===== src/rtl/upsample_stream_if.sv =====
// Stream bundle for upsample_stream: pixel input side (data/valid/ready)
// and upsampled output side (data/valid/ready plus end-of-row/frame flags).
// The design takes the slave view; the producer/consumer pair takes master.
interface upsample_stream_if #(
  parameter int C          = 4,
  parameter int DATA_WIDTH = 16
);
  logic [C*DATA_WIDTH-1:0] in_data;
  logic                    in_valid;
  logic                    in_ready;
  logic [C*DATA_WIDTH-1:0] out_data;
  logic                    out_valid;
  logic                    out_ready;
  logic                    out_eol;
  logic                    out_eof;

  modport master (
    output in_data, in_valid, out_ready,
    input  in_ready, out_data, out_valid, out_eol, out_eof
  );

  modport slave (
    input  in_data, in_valid, out_ready,
    output in_ready, out_data, out_valid, out_eol, out_eof
  );
endinterface


===== src/rtl/upsample_stream.sv =====
// Streaming nearest-neighbour upsampler (YOLOv5 neck). Each input pixel is
// emitted S times horizontally; each row is emitted S times vertically, the
// first pass straight from the input (FILL) and the rest from a one-row line
// buffer (REPLAY). One output beat per cycle when downstream is ready.
// Optional feature: define UPSAMPLE_FRAME_CNT_EN to add a 16-bit frame_cnt
// output counting accepted end-of-frame beats.
module upsample_stream #(
  parameter int C          = 4,
  parameter int DATA_WIDTH = 16,
  parameter int W          = 13,
  parameter int H          = 13,
  parameter int S          = 2
) (
  input  logic             clk,
  input  logic             rst_n,
  upsample_stream_if.slave bus
`ifdef UPSAMPLE_FRAME_CNT_EN
  ,
  output logic [15:0]      frame_cnt
`endif
);
  localparam int PW    = C * DATA_WIDTH;
  localparam int COL_W = (W > 1) ? $clog2(W) : 1;
  localparam int ROW_W = (H > 1) ? $clog2(H) : 1;
  localparam int REP_W = (S > 1) ? $clog2(S) : 1;

  typedef enum logic {FILL, REPLAY} state_t;

  state_t            state_reg, state_next;
  logic [COL_W-1:0]  col_reg, col_next;
  logic [ROW_W-1:0]  row_reg, row_next;
  logic [REP_W-1:0]  hrep_reg, hrep_next;
  logic [REP_W-1:0]  vrep_reg, vrep_next;
  logic [PW-1:0]     out_data_reg, out_data_next;
  logic              out_valid_reg, out_valid_next;
  logic              out_eol_reg, out_eol_next;
  logic              out_eof_reg, out_eof_next;

  logic [PW-1:0]     line_buf [W];

  logic adv, in_ready_int, accept, emit, buf_we;
  logic first_copy, last_copy, col_last, row_last, vrep_last, eol_beat, eof_beat;

  // hrep counts remaining copies of the current pixel; 0 means a fresh pixel
  assign first_copy = (hrep_reg == '0);
  assign last_copy  = first_copy ? (S == 1) : (hrep_reg == REP_W'(1));
  assign col_last   = (col_reg == COL_W'(W - 1));
  assign row_last   = (row_reg == ROW_W'(H - 1));
  assign vrep_last  = (vrep_reg == REP_W'(S - 1));
  assign eol_beat   = col_last && last_copy;
  assign eof_beat   = eol_beat && row_last && vrep_last;

  assign adv          = !out_valid_reg || bus.out_ready;
  assign in_ready_int = (state_reg == FILL) && adv && first_copy;
  assign bus.in_ready = in_ready_int && rst_n;
  assign accept       = bus.in_valid && in_ready_int;

  assign bus.out_data  = out_data_reg;
  assign bus.out_valid = out_valid_reg;
  assign bus.out_eol   = out_eol_reg;
  assign bus.out_eof   = out_eof_reg;

  // Next beat selection and raster position bookkeeping
  always_comb begin
    state_next     = state_reg;
    col_next       = col_reg;
    row_next       = row_reg;
    hrep_next      = hrep_reg;
    vrep_next      = vrep_reg;
    out_data_next  = out_data_reg;
    out_valid_next = out_valid_reg;
    out_eol_next   = out_eol_reg;
    out_eof_next   = out_eof_reg;
    emit           = 1'b0;
    buf_we         = 1'b0;

    if (adv) begin
      if (state_reg == REPLAY) begin
        emit          = 1'b1;
        out_data_next = line_buf[col_reg];
      end else if (!first_copy) begin
        emit = 1'b1;
      end else if (accept) begin
        emit          = 1'b1;
        buf_we        = 1'b1;
        out_data_next = bus.in_data;
      end
      out_valid_next = emit;
      out_eol_next   = emit && eol_beat;
      out_eof_next   = emit && eof_beat;
    end

    if (emit) begin
      hrep_next = first_copy ? REP_W'(S - 1) : hrep_reg - REP_W'(1);
      if (last_copy) begin
        if (!col_last) begin
          col_next = col_reg + COL_W'(1);
        end else begin
          col_next = '0;
          if (vrep_last) begin
            // last vertical copy done: take the next input row
            vrep_next  = '0;
            state_next = FILL;
            row_next   = row_last ? '0 : row_reg + ROW_W'(1);
          end else begin
            vrep_next  = vrep_reg + REP_W'(1);
            state_next = REPLAY;
          end
        end
      end
    end
  end

  // State, counters and output register
  always_ff @(posedge clk or negedge rst_n) begin
    if (!rst_n) begin
      state_reg     <= FILL;
      col_reg       <= '0;
      row_reg       <= '0;
      hrep_reg      <= '0;
      vrep_reg      <= '0;
      out_data_reg  <= '0;
      out_valid_reg <= 1'b0;
      out_eol_reg   <= 1'b0;
      out_eof_reg   <= 1'b0;
    end else begin
      state_reg     <= state_next;
      col_reg       <= col_next;
      row_reg       <= row_next;
      hrep_reg      <= hrep_next;
      vrep_reg      <= vrep_next;
      out_data_reg  <= out_data_next;
      out_valid_reg <= out_valid_next;
      out_eol_reg   <= out_eol_next;
      out_eof_reg   <= out_eof_next;
    end
  end

  // Line buffer captures each FILL row for the REPLAY passes
  always_ff @(posedge clk) begin
    if (buf_we) begin
      line_buf[col_reg] <= bus.in_data;
    end
  end

`ifdef UPSAMPLE_FRAME_CNT_EN
  // Count frames whose final beat was taken downstream
  always_ff @(posedge clk or negedge rst_n) begin
    if (!rst_n) begin
      frame_cnt <= '0;
    end else if (out_valid_reg && bus.out_ready && out_eof_reg) begin
      frame_cnt <= frame_cnt + 16'd1;
    end
  end
`endif
endmodule


===== src/flat_wrapper.sv =====
// flat-port wrapper written by rule: the top's interface ports become plain ports
module upsample_stream_flat 
#(
  parameter int C          = 4,
  parameter int DATA_WIDTH = 16,
  parameter int W          = 13,
  parameter int H          = 13,
  parameter int S          = 2
)
  (clk, rst_n, bus_in_data, bus_in_valid, bus_out_ready, bus_in_ready, bus_out_data, bus_out_valid, bus_out_eol, bus_out_eof);
  upsample_stream_if #(.C(C), .DATA_WIDTH(DATA_WIDTH)) bus_i ();
  input  logic clk;
  input  logic rst_n;
  input wire logic [$bits(bus_i.in_data)-1:0] bus_in_data;
  input wire logic [$bits(bus_i.in_valid)-1:0] bus_in_valid;
  input wire logic [$bits(bus_i.out_ready)-1:0] bus_out_ready;
  output wire logic [$bits(bus_i.in_ready)-1:0] bus_in_ready;
  output wire logic [$bits(bus_i.out_data)-1:0] bus_out_data;
  output wire logic [$bits(bus_i.out_valid)-1:0] bus_out_valid;
  output wire logic [$bits(bus_i.out_eol)-1:0] bus_out_eol;
  output wire logic [$bits(bus_i.out_eof)-1:0] bus_out_eof;
  assign bus_i.in_data = bus_in_data;
  assign bus_i.in_valid = bus_in_valid;
  assign bus_i.out_ready = bus_out_ready;
  assign bus_in_ready = bus_i.in_ready;
  assign bus_out_data = bus_i.out_data;
  assign bus_out_valid = bus_i.out_valid;
  assign bus_out_eol = bus_i.out_eol;
  assign bus_out_eof = bus_i.out_eof;
  upsample_stream #(.C(C), .DATA_WIDTH(DATA_WIDTH), .W(W), .H(H), .S(S)) u_core (.clk(clk), .rst_n(rst_n), .bus(bus_i));
endmodule

===== config.mk =====
export PLATFORM = sky130hd
export DESIGN_NAME = upsample_stream_flat
export DESIGN_NICKNAME = d
export VERILOG_FILES = /design/src/rtl/upsample_stream_if.sv /design/src/rtl/upsample_stream.sv /design/src/flat_wrapper.sv
export SDC_FILE = /design/constraint.sdc
export NUM_CORES = 1
export LEC_CHECK = 0
export ABC_CLOCK_PERIOD_IN_PS = 7900
export CELL_PAD_IN_SITES_DETAIL_PLACEMENT = 1
export CELL_PAD_IN_SITES_GLOBAL_PLACEMENT = 1
export CORE_MARGIN = 2
export CORE_UTILIZATION = 57
export CTS_CLUSTER_DIAMETER = 40
export DETAILED_ROUTE_END_ITERATION = 10
export PLACE_DENSITY = 0.84
export SLEW_MARGIN = 20
export SYNTH_ARGS = -nofsm -noshare
export SYNTH_HDL_FRONTEND = slang
export SYNTH_SLANG_ARGS = --single-unit
export TNS_END_PERCENT = 30

===== constraint.sdc =====
create_clock -name clk -period 7.9 [get_ports clk]
set_input_delay 0.79 -clock clk [delete_from_list [all_inputs] [get_ports clk]]
set_output_delay 0.79 -clock clk [all_outputs]
set_load 0.02 [all_outputs]

Word level (Yosys, flattened, before mapping). Memories as Yosys holds them, arrays and structs flattened. A register that Yosys moved wholly into a read port is not among the register bits. Cells that the tools add are included.

Reductions and logical operators: 17. Add/subtract/negate cells: 4. Muxes and demuxes: 16. Equal/unequal tests: 3. Bitwise gates (word level): 2.

Operators by type and width (number): $mux W1 (14); $logic_and A1 B1 Y1 (9); $add A4 B1 Y4 const B (2); $eq A4 B4 Y1 const B (2); $mux W4 (2); $reduce_and A3 Y1 (2); $reduce_and A4 Y1 (1); $logic_not A1 Y1 (2); $ne A2 B1 Y1 const B (1); $not A1 Y1 (2); $reduce_and A2 Y1 (1); $reduce_bool A2 Y1 (1); $add A1 B1 Y1 const B (1); $logic_or A1 B1 Y1 (1); $sub A1 B1 Y1 const B (1).

Register bits after elaboration: 14. Memories: 1. Output and inout port bits: 68. RAM bits: 832. Input bits: 68.

Memory list: u_core.line_buf (depth 13, width 64, rd ports 1, clocked after memory_dff 1, write ports 1, RTL line upsample_stream.sv:39) `logic [PW-1:0] line_buf [W];`.

Logic depth before layout (Yosys ltp).
Depth after elaboration: 11. Depth in mapped cells: 9. Gate-level depth less buffers: 6.

Worst setup path before layout. Ideal clock, no wire load.

Path type: in2reg. From: input port bus_out_ready. To: memory u_core.line_buf[12][0] in the netlist's numbering (enable). Setup time: 0.486 ns. Required time: 7.414 ns. Stages: 6. Slack: 3.108 ns. Data arrival time: 4.306 ns. Cell sequence: nand2b_1 clkbuf_1 nand3_1 buf_2 buf_1 nor2_1.

Word-level cells in the longest chain between the ends: 10.

RTL lines: start: declaration (RTL line flat_wrapper.sv:16) `input wire logic [$bits(bus_i.out_ready)-1:0] bus_out_ready;`; $logic_or A1 B1 Y1 (*) (RTL line upsample_stream.sv:53) `assign adv = !out_valid_reg || bus.out_ready;`; $logic_and A1 B1 Y1 (2 in series) (RTL line upsample_stream.sv:54) `assign in_ready_int = (state_reg == FILL) && adv && first_copy;`; $logic_and A1 B1 Y1 (RTL line upsample_stream.sv:56) `assign accept = bus.in_valid && in_ready_int;`; $mux W1 (RTL line upsample_stream.sv:83) `end else if (accept) begin`; $mux W1 (RTL line upsample_stream.sv:81) `end else if (!first_copy) begin`; $mux W1 (RTL line upsample_stream.sv:78) `if (state_reg == REPLAY) begin`; $mux W1 (*) (RTL line upsample_stream.sv:77) `if (adv) begin`; $mux W1 (*) (RTL line upsample_stream.sv:141) `if (buf_we) begin`; $mux W1 (not written as such) (*) (RTL line upsample_stream.sv:142) `line_buf[col_reg] <= bus.in_data;`; end: declaration (RTL line upsample_stream.sv:39).

Every way passes the cells marked *; elsewhere a longest branch is shown, timed or not.

==> flow_metrics.tcl <==
set metrics [dict create \
    outcome "completed" \
    area_delta_synth_final_pct 17.3 \
    htreeDepth 3 \
    wl_um 110000 \
    syn_avg_cell_area_um2 17.7 \
    first_pass_iters 6 \
    cp_num_buf_inv 2 \
    crit_family "buffers and inverters" \
    gr-total-overflow 0 \
    chipHeight_um 255 \
    drtIter0Drc 2495 \
    relSlewSlack 0.206 \
    synth_top_area_frac 0.697 \
    layout.cells.non_filler 3108 \
    clkTransAtPathRegs_ns 0.06 \
    arrival_ns 4.82 \
    dr_wl_met2_um 56100 \
    vias 21600 \
    final_util 0.679 \
    fmax_ghz 0.232 \
    drive_gt1_frac 0.149 \
    cts_resized 0 \
    total_power_mw 15.8 \
    syn_inst 2032 \
    die_area_um2 65000 \
    synth_nets 2106 \
    dp_hpwl_um 50000 \
    fin_setup_tns_ns 0 \
    p_leak_nw 14.1 \
    wl_met3_um 9220 \
    grt_pass1_wl_um 159000 \
    synth_area_um2 35900 \
    boundaryPins 136 \
    clk_latency_ns 0.70 \
    grt_max_degree 120 \
    synth_top_family_by_area "multiplexers" \
    start_util 0.579 \
    numCtsBuffers 113 \
    setup_viol 0 \
    antenna_found_initial 3 \
    skew_ns 0.0356 \
    yosysWarnings 0 \
    final_area_um2 42100 \
    tightest_slew_ns 1.19 \
    hold_class "input pin to asynchronous set/reset pin" \
    port_buffers 135 \
    grt_usage 0.341 \
    clock_path_buffers 3 \
    hold_viol_final 0 \
    cpMostUsedCell "buf_4" \
    grt_pass1_vias 23700 \
    slew_violations 0 \
    dp_cells 2886 \
    wl_met1_um 40200 \
    synthSimpleGateAreaFrac 0.0341 \
    synth.area.mux_share 0.107 \
    ctsHoldBuffers 0 \
    synth_compound_gate_area_share 0.0831 \
    rsz0062_at_grt "false" \
    ys_seq_area_frac 0.750 \
    clock-sinks 909 \
    cts_root_buf "clkbuf_16" \
    highest_layer "met5" \
    path_cells "buf_4 -> buf_4 -> mux2i_1 -> o32ai_1 -> nor4_1 -> o31ai_2" \
    crit_slowest_cell "dfrtp_4" \
    synthAdderAreaFrac 0.00209 \
    start_kind "flop" \
    wire_per_inst_um 35.5 \
    synthDistinctLibCells 41 \
    r2r_end "u_core.bus.out_data[15]$_DFFE_PN0P_" \
    critical_path_required_ns 8.41 \
    crit_path_max_incr_delay_ns 1.09 \
    period_share 0.546 \
    worstPathMaxFanout 61 \
    reg2reg_from "u_core.col_reg[1]$_DFFE_PN0P_" \
    die_w_um 255 \
    ff2ff_setup_slack_ns 3.59 \
    synthTopCellsByArea "edfxtp_1 70%, mux2i_1 11%, dfrtp_1 5.4%" \
    r2r_cells 6 \
    layout.nets 2242 \
    vias_per_cell 6.96 \
    period_minus_slack_ns 4.31 \
    core_um2 61900 \
    synth-seq-cells 909 \
    drc 0 \
    worstSetupPathType "flop to flop" \
    rows 91 \
    drv_cap 0 \
    largest_reg_flops 832 \
    synthXorXnorAreaFrac 0.000244 \
    ant_nets 0 \
    yosysTopAreaCell "edfxtp_1" \
    peakVddDrop_mv 0.280 \
    cts_tree "yes" \
    place_congestion 0.775 \
    powerDensity_nw_per_um2 376 \
    cp-end-kind "flop" \
    placed_cell_area_um2 37800 \
    post_cts_buffers 0 \
]
==> worst max-delay path by stage <==
stage | from | endpoint | depth (start not counted)
global placement | bus_out_ready | u_core.line_buf[12][58]$_DFFE_PP_ | 5
CTS | u_core.col_reg[1]$_DFFE_PN0P_ | u_core.bus.out_data[17]$_DFFE_PN0P_ | 6
detailed placement | bus_out_ready | u_core.line_buf[12][58]$_DFFE_PP_ | 5
finish | u_core.col_reg[1]$_DFFE_PN0P_ | u_core.bus.out_data[15]$_DFFE_PN0P_ | 6
global route | u_core.col_reg[1]$_DFFE_PN0P_ | u_core.bus.out_data[16]$_DFFE_PN0P_ | 6
floorplan | bus_out_ready | u_core.line_buf[12][0]$_DFFE_PP_ | 6
==> cells in the mapped netlist, drive strengths merged <==
library cell  instances
o41ai                 1
or3b                  3
ha                    6
or3                   1
mux2                  1
nor2                 70
o2bb2ai              64
and4                  1
dfrtp                77
a21oi                 6
nor3                  1
a311oi                1
nand3                68
nand4                 1
nand3b                2
and3                 13
nand2b                1
or2                   1
nand2                 9
inv                   7
mux2i               384
o31ai                64
o22ai               128
nor2b                 2
xor2                  1
edfxtp              832
o31a                  1
clkbuf               36
o32ai                64
and2                  1
a41o                  1
nor4                 64
o21ai                 8
buf                 110
a21o                  2
==> stage by stage <==
step	setup slack, ns	hold slack (ns)
floorplan	3.11	0.473
global placement	3.31	0.486
detailed placement	3.13	0.497
CTS	3.54	0.0708
global route	3.42	0.0983
finish	3.59	0.0656
==> logic make-up after synthesis <==
logic type / count (synthesis)
xor gates and xnor gates: 1
DFF: 909
muxes: 385
AOI/OAI and AO/OA: 340
buffers and inverters: 153
adders and majority gates: 6
and+or+nand+nor: 238
==> layout make-up <==
type                    instances  area, µm²
flip-flops and latches        909      26900
fillers                      5102      19900
clock buffers                 139       3140
inverters                       7       26.3
diodes                          2       5.00
well taps                     837       1050
multi-input cells             970       8270
repair buffers                167       1680
clock inverters                77        993
==> metal layers <==
metal,vias to the layer above,global-route usage
li1,8577,-
met1,11300,0.417
met2,1424,0.584
met4,4,0.175
met3,341,0.0633
met5,-,0
==> placed cells by master, fill, tap and decap left out, drive strengths merged <==
master	n
and3	13
and2	1
a21o	2
mux2	1
nor2	70
or3b	3
o31a	1
edfxtp	832
nor2b	2
and4	1
xor2	1
or3	1
o41ai	1
o31ai	64
diode	2
a311oi	1
o21ai	8
dfrtp	77
nand2b	1
clkinv	31
nand2	9
mux2i	384
clkbuf	139
a21oi	6
nand4	1
ha	6
a41o	1
inv	27
nor4	64
nor3	1
nand3b	2
o32ai	64
or2	1
clkinvlp	9
bufinv	17
buf	33
o2bb2ai	64
nand3	68
clkdlybuf4s50	134
o22ai	128
==> power by group <==
group / leakage [nW] / internal (mW) / switching (mW) / total [mW]
clock: 2.01 / 3.43 / 2.27 / 5.70
combinational: 3.65 / 1.52 / 2.65 / 4.17
sequential: 8.45 / 5.63 / 0.314 / 5.94
total: 14.1 / 10.6 / 5.24 / 15.8
==> worst reg2reg max path, stage by stage, from the launching register on <==
cell and delay (ns):
dfrtp_4 1.09, buf_4 1.06, buf_4 0.90, mux2i_1 0.36
o32ai_1 0.12, nor4_1 0.49, o31ai_2 0.13
(Power assumes the default switching activity.)
